<file path="src/rtl/spi_shared_pkg.sv">
// Shared SPI front-end types and sizing constants.
// ADDR_SIZE mirrors the RAM address/data width so the wrapper and slave agree.
package spi_shared_pkg;

    localparam int unsigned ADDR_SIZE = 8;
    localparam int unsigned WORD_W    = ADDR_SIZE + 2;
    localparam int unsigned CNT_W     = $clog2(WORD_W);

    typedef enum logic [2:0] {
        StIdle,
        StChkCmd,
        StWrite,
        StReadAdd,
        StReadData
    } state_e;

endpackage

</file>
<file path="src/rtl/spi_slave.sv">
// SPI slave: deserialises {cmd, payload} words from MOSI for the RAM and
// serialises the RAM's read byte back onto MISO, one bit per clk.
module spi_slave #(
    parameter int unsigned ADDR_SIZE = spi_shared_pkg::ADDR_SIZE
) (
    input  logic                 clk,
    input  logic                 rst_n,
    input  logic                 SS_n,
    input  logic                 MOSI,
    input  logic [ADDR_SIZE-1:0] tx_data,
    input  logic                 tx_valid,
    output logic [ADDR_SIZE+1:0] rx_data,
    output logic                 rx_valid,
    output logic                 MISO
);
    import spi_shared_pkg::*;

    localparam int unsigned RX_W     = ADDR_SIZE + 2;
    localparam int unsigned RX_CNT_W = $clog2(RX_W);
    localparam int unsigned TX_CNT_W = $clog2(ADDR_SIZE + 1);

    state_e                state_q, state_d;
    logic [RX_CNT_W-1:0]   rx_cnt_q, rx_cnt_d;
    logic [RX_W-1:0]       rx_shift_q, rx_shift_d;
    logic [RX_W-1:0]       rx_data_q, rx_data_d;
    logic                  rx_valid_q, rx_valid_d;
    logic                  rx_done_q, rx_done_d;
    logic                  rd_addr_done_q, rd_addr_done_d;
    logic [ADDR_SIZE-2:0]  tx_shift_q, tx_shift_d;
    logic [TX_CNT_W-1:0]   tx_cnt_q, tx_cnt_d;
    logic                  tx_active_q, tx_active_d;
    logic                  tx_started_q, tx_started_d;
    logic                  miso_q, miso_d;

    logic [RX_W-1:0]       rx_next;

    assign rx_next  = {rx_shift_q[RX_W-2:0], MOSI};
    assign rx_data  = rx_data_q;
    assign rx_valid = rx_valid_q;
    assign MISO     = miso_q;

    always_ff @(posedge clk or negedge rst_n) begin
        if (!rst_n) begin
            state_q        <= StIdle;
            rx_cnt_q       <= '0;
            rx_shift_q     <= '0;
            rx_data_q      <= '0;
            rx_valid_q     <= 1'b0;
            rx_done_q      <= 1'b0;
            rd_addr_done_q <= 1'b0;
            tx_shift_q     <= '0;
            tx_cnt_q       <= '0;
            tx_active_q    <= 1'b0;
            tx_started_q   <= 1'b0;
            miso_q         <= 1'b0;
        end else begin
            state_q        <= state_d;
            rx_cnt_q       <= rx_cnt_d;
            rx_shift_q     <= rx_shift_d;
            rx_data_q      <= rx_data_d;
            rx_valid_q     <= rx_valid_d;
            rx_done_q      <= rx_done_d;
            rd_addr_done_q <= rd_addr_done_d;
            tx_shift_q     <= tx_shift_d;
            tx_cnt_q       <= tx_cnt_d;
            tx_active_q    <= tx_active_d;
            tx_started_q   <= tx_started_d;
            miso_q         <= miso_d;
        end
    end

    always_comb begin
        state_d        = state_q;
        rx_cnt_d       = rx_cnt_q;
        rx_shift_d     = rx_shift_q;
        rx_data_d      = rx_data_q;
        rx_valid_d     = 1'b0;
        rx_done_d      = rx_done_q;
        rd_addr_done_d = rd_addr_done_q;
        tx_shift_d     = tx_shift_q;
        tx_cnt_d       = tx_cnt_q;
        tx_active_d    = tx_active_q;
        tx_started_d   = tx_started_q;
        miso_d         = 1'b0;

        if (SS_n) begin
            // Frame end or abort: drop any partial word and any shift-out in flight.
            state_d      = StIdle;
            rx_cnt_d     = '0;
            rx_shift_d   = '0;
            rx_done_d    = 1'b0;
            tx_shift_d   = '0;
            tx_cnt_d     = '0;
            tx_active_d  = 1'b0;
            tx_started_d = 1'b0;
        end else begin
            unique case (state_q)
                StIdle: state_d = StChkCmd;
                StChkCmd: begin
                    if (!MOSI)               state_d = StWrite;
                    else if (rd_addr_done_q) state_d = StReadData;
                    else                     state_d = StReadAdd;
                end
                StWrite, StReadAdd, StReadData: begin
                    if (!rx_done_q) begin
                        rx_shift_d = rx_next;
                        rx_cnt_d   = rx_cnt_q + RX_CNT_W'(1);
                        if (rx_cnt_q == RX_CNT_W'(RX_W - 1)) begin
                            rx_data_d  = rx_next;
                            rx_valid_d = 1'b1;
                            rx_done_d  = 1'b1;
                            if (state_q == StReadAdd)  rd_addr_done_d = 1'b1;
                            if (state_q == StReadData) rd_addr_done_d = 1'b0;
                        end
                    end else if (state_q == StReadData) begin
                        // One byte per read-data frame; tx_valid is ignored once loaded.
                        if (tx_active_q) begin
                            if (tx_cnt_q != '0) begin
                                miso_d     = tx_shift_q[ADDR_SIZE-2];
                                tx_shift_d = tx_shift_q << 1;
                                tx_cnt_d   = tx_cnt_q - TX_CNT_W'(1);
                            end else begin
                                tx_active_d = 1'b0;
                            end
                        end else if (!tx_started_q && tx_valid) begin
                            miso_d       = tx_data[ADDR_SIZE-1];
                            tx_shift_d   = tx_data[ADDR_SIZE-2:0];
                            tx_cnt_d     = TX_CNT_W'(ADDR_SIZE - 1);
                            tx_active_d  = 1'b1;
                            tx_started_d = 1'b1;
                        end
                    end
                end
                default: state_d = StIdle;
            endcase
        end
    end

endmodule

</file>
<file path="config.mk">
export PLATFORM = sky130hd
export DESIGN_NAME = spi_slave
export DESIGN_NICKNAME = d
export VERILOG_FILES = /design/src/rtl/spi_shared_pkg.sv /design/src/rtl/spi_slave.sv
export SDC_FILE = /design/constraint.sdc
export NUM_CORES = 1
export LEC_CHECK = 0
export ABC_AREA = 1
export CORE_MARGIN = 8
export CORE_UTILIZATION = 27
export CTS_CLUSTER_DIAMETER = 60
export DETAILED_ROUTE_END_ITERATION = 6
export PLACE_DENSITY = 0.54
export SYNTH_ARGS = -nofsm -noshare
export SYNTH_HDL_FRONTEND = slang
export SYNTH_SLANG_ARGS = --single-unit
</file>
<file path="constraint.sdc">
create_clock -name clk -period 3.9 [get_ports clk]
set_input_delay 1.17 -clock clk [delete_from_list [all_inputs] [get_ports clk]]
set_output_delay 1.17 -clock clk [all_outputs]
set_load 0.1 [all_outputs]
</file>
==> metrics.md <==
| Metric | Value |
|---|---|
| Clock sink count | 43 |
| Fin. max-slew vios | 0 |
| Yosys warning total | 0 |
| First DRT Iteration DRCs | 103 |
| Routability cong. | 0.791 |
| First-pass GRT wire length | 8140 um |
| Setup Skew | 0.00878 ns |
| Largest net degree at the start of global routing | 44 |
| Max stage delay on crit path | 1.14 ns |
| Number of max-cap violations | 0 |
| Final wirelength | 4490 um |
| Post-synthesis area per instance | 7.98 sq um |
| ANT nets after route | 0 |
| Via count | 1,716 |
| Area Growth Syn to Fin | 18.4% |
| Vias in the first global route | 1,739 |
| Clock share of power | 0.316 |
| WL/cell | 11.5 um |
| Synth Register Bits | 43 |
| CTS tree | yes |
| Resize count post-CTS | 0 |
| Worst Tran Pin Value | 0.971 ns |
| CP required | 2.73 ns |
| Startpoint types | register |
| VDD IR max | 0.107 mV |
| Post-route DRC | 0 |
| Combinational fraction of design power | 0.117 |
| Clock latency on the worst-skew pair | 0.29 ns |
| RSZ-0062 raised after global routing | false |
| Critical path, cell by cell | clkdlybuf4s50_1 |
| Final hold slack | 0.475 ns |
| Status | finished clean |
| Initial antenna violation count | 0 |
| All-layer global routing usage | 0.0894 |
| GRT overflow | 0 |
| Htree depth | 2 |
| Final hold viol count | 0 |
| Fillcell total | 836 |
| Final WS setup | 0.939 ns |
| Number of distinct library cells after synthesis | 22 |
| Die area | 0.0108 sq mm |
| Core area | 0.00761 sq mm |
| Num rows | 32 |
| Fraction of layout cells with a size suffix above 1 | 0.0934 |
| Antenna Cells | 0 |
| Register share of total power | 0.567 |
| IO Port Bufs | 24 |
| Final setup vio count | 0 |
| Crit end category | output pin |
| Pwr Density | 341 mW/mm^2 |
| Crit Path Max Fanout | 2 |
| FMAX | 0.338 GHz |
| DR vias/cell | 4.39 |
| DRT Pass-1 Iters | 5 |
| Worst slack, placed | 0.982 ns |
| DP HPWL | 3190 um |
| Post-CTS Setup Inserts | 0 |
| Die height | 104 um |
| Crit path buf inv count | 1 |
| Worst path slowest cell | clkdlybuf4s50_1 |
| Worst Path Arrival | 1.79 ns |
| Clock-pin slew on the worst setup and hold paths | 0.08 ns |
| Internal | 0.000624 W |
| Psw | 0.000220 W |
| Cts bufs inserted | 5 |
| Initial Util | 0.275 |
| LEAKAGE | 1.28 nW |
| Mapped Area | 0.00209 sq mm |
| CTS hold repair buffers | 0 |
| Nets | 304 |
| Tcrit/Tclk final | 0.759 |
| Switching share of power | 0.261 |
| Cell count after synthesis | 262 |
| Relative slew slack | 0.351 |
| Die Wd | 104 um |
| Hold crit path type | register to register |
| Setup Crit Path Kind | register to output pin |
| Post-synth net total | 278 |
| Post-layout min period | 2.96 ns |
| CP delay by family, top | buffers and inverters |
| Number of buffers on the longest clock path | 2 |
| CTS root buf | clkbuf_8 |
| Setup TNS | 0 ns |
| Sequential fraction of the synthesis area | 0.515 |
| Io pins | 25 |
## cells in the final DEF (no fill, tap or decap)
cell type,count
buf_4,8
clkbuf_8,5
inv_1,19
clkinv_2,1
nor2_1,11
buf_2,1
nand4_1,11
a21oi_4,1
nor2_4,1
nand3_2,2
inv_2,1
nand3_4,1
nand2_2,2
o21ai_1,2
nor3_1,1
a21oi_1,6
ha_1,3
dfrtp_1,43
xor2_1,1
o211ai_1,1
clkdlybuf4s50_1,16
nand2_1,122
clkbuf_1,2
nand3_1,16
o21ai_0,8
nor2_2,4
## synthesized netlist by cell type
master | instances | area [sq um]
nor3_1 | 1 | 5.00
ha_1 | 3 | 37.5
o211ai_1 | 1 | 7.51
inv_2 | 1 | 3.75
inv_1 | 19 | 71.3
nor2_4 | 1 | 11.3
buf_6 | 3 | 33.8
nand3_2 | 2 | 20.0
dfrtp_1 | 43 | 1080
nand3_4 | 1 | 17.5
o21ai_0 | 8 | 40.0
nor2_1 | 11 | 41.3
nor2_2 | 4 | 25.0
nand3_1 | 16 | 80.1
a21oi_4 | 1 | 16.3
buf_2 | 3 | 15.0
nand4_1 | 11 | 68.8
o21ai_1 | 2 | 10.0
a21oi_1 | 6 | 30.0
nand2_2 | 2 | 12.5
nand2_1 | 122 | 458
xor2_1 | 1 | 8.76
## stage by stage
stage	instances	total power (W)	utilization	instance area [sq um]
final	391	0.000844	0.325	2470
after detailed placement	383	0.000587	0.315	2390
after global placement	383	0.000586	0.315	2390
after CTS	391	0.000858	0.325	2470
after floorplan	262	0.000550	-	2090
after global routing	391	0.000900	0.325	2470
## logic make-up (layout without fill, tap and decap cells)
family | Yosys count | in the layout | share of synthesized area
flip-flops | 43 | 43 | 0.515
AND/OR/NAND/NOR | 171 | 171 | 0.354
adder cells (fa/ha/maj) | 3 | 3 | 0.0180
AO/OA/AOI/OAI | 18 | 18 | 0.0497
buffers and inverters | 26 | 53 | 0.0593
XOR/XNOR | 1 | 1 | 0.00419
## worst min-delay path, delay by kind of cell (launching register included)
kind | cells | cell delay (ns)
AND/OR/NAND/NOR | 2 | 0.10
flip-flops | 1 | 0.34
## flip-flops by register name, summed over array words and instances, names as in the netlist
register and cells:
rx_cnt_q 4, rx_shift_q 9, rd_addr_done_q 1, tx_started_q 1, tx_cnt_q 4, rx_valid 1
state_q 3, tx_active_q 1, rx_done_q 1, MISO 1, tx_shift_q 7, rx_data 10
## power by group through the flow
stage          clock network [W]  registers [W]  logic (W)
2_1_floorplan                  0       0.000484  0.0000660
3_3_place_gp                   0       0.000488  0.0000981
3_5_place_dp                   0       0.000487   0.000100
4_1_cts                 0.000279       0.000479   0.000101
5_1_grt                 0.000303       0.000482   0.000115
6_report                0.000267       0.000479  0.0000984
## path summary, 6_finish.rpt
check                      slack (ns)     startpoint            end  depth (start not counted)
min in group asynchronous        1.04          rst_n  tx_shift_q[3]                          1
min reg2reg                      0.47  tx_shift_q[2]  tx_shift_q[2]                          2
max in group asynchronous        2.27          rst_n      rx_done_q                          1
max                              0.94     rx_data[7]     rx_data[7]                          1
min                              0.47  tx_shift_q[2]  tx_shift_q[2]                          2
max reg2reg                      2.20    tx_active_q  tx_shift_q[4]                          5
## area by class of cell
| type | instances | area [sq um] | area share |
|---|---|---|---|
| inverter | 20 | 75.1 | 0.0303 |
| tap | 102 | 128 | 0.0516 |
| clock inverter | 1 | 5.00 | 0.00202 |
| multi-input combinational | 193 | 890 | 0.359 |
| timing repair buffer | 25 | 225 | 0.0910 |
| sequential | 43 | 1080 | 0.435 |
| clock buffer | 7 | 76.3 | 0.0308 |
## per-layer routing
layer  routed length [um]  global-route usage
met1                 2190               0.115
met2                 2130               0.143
met3                   94              0.0173
met4                   69              0.0372
met5                    0                   0
Power figures use the tool's default switching activity.
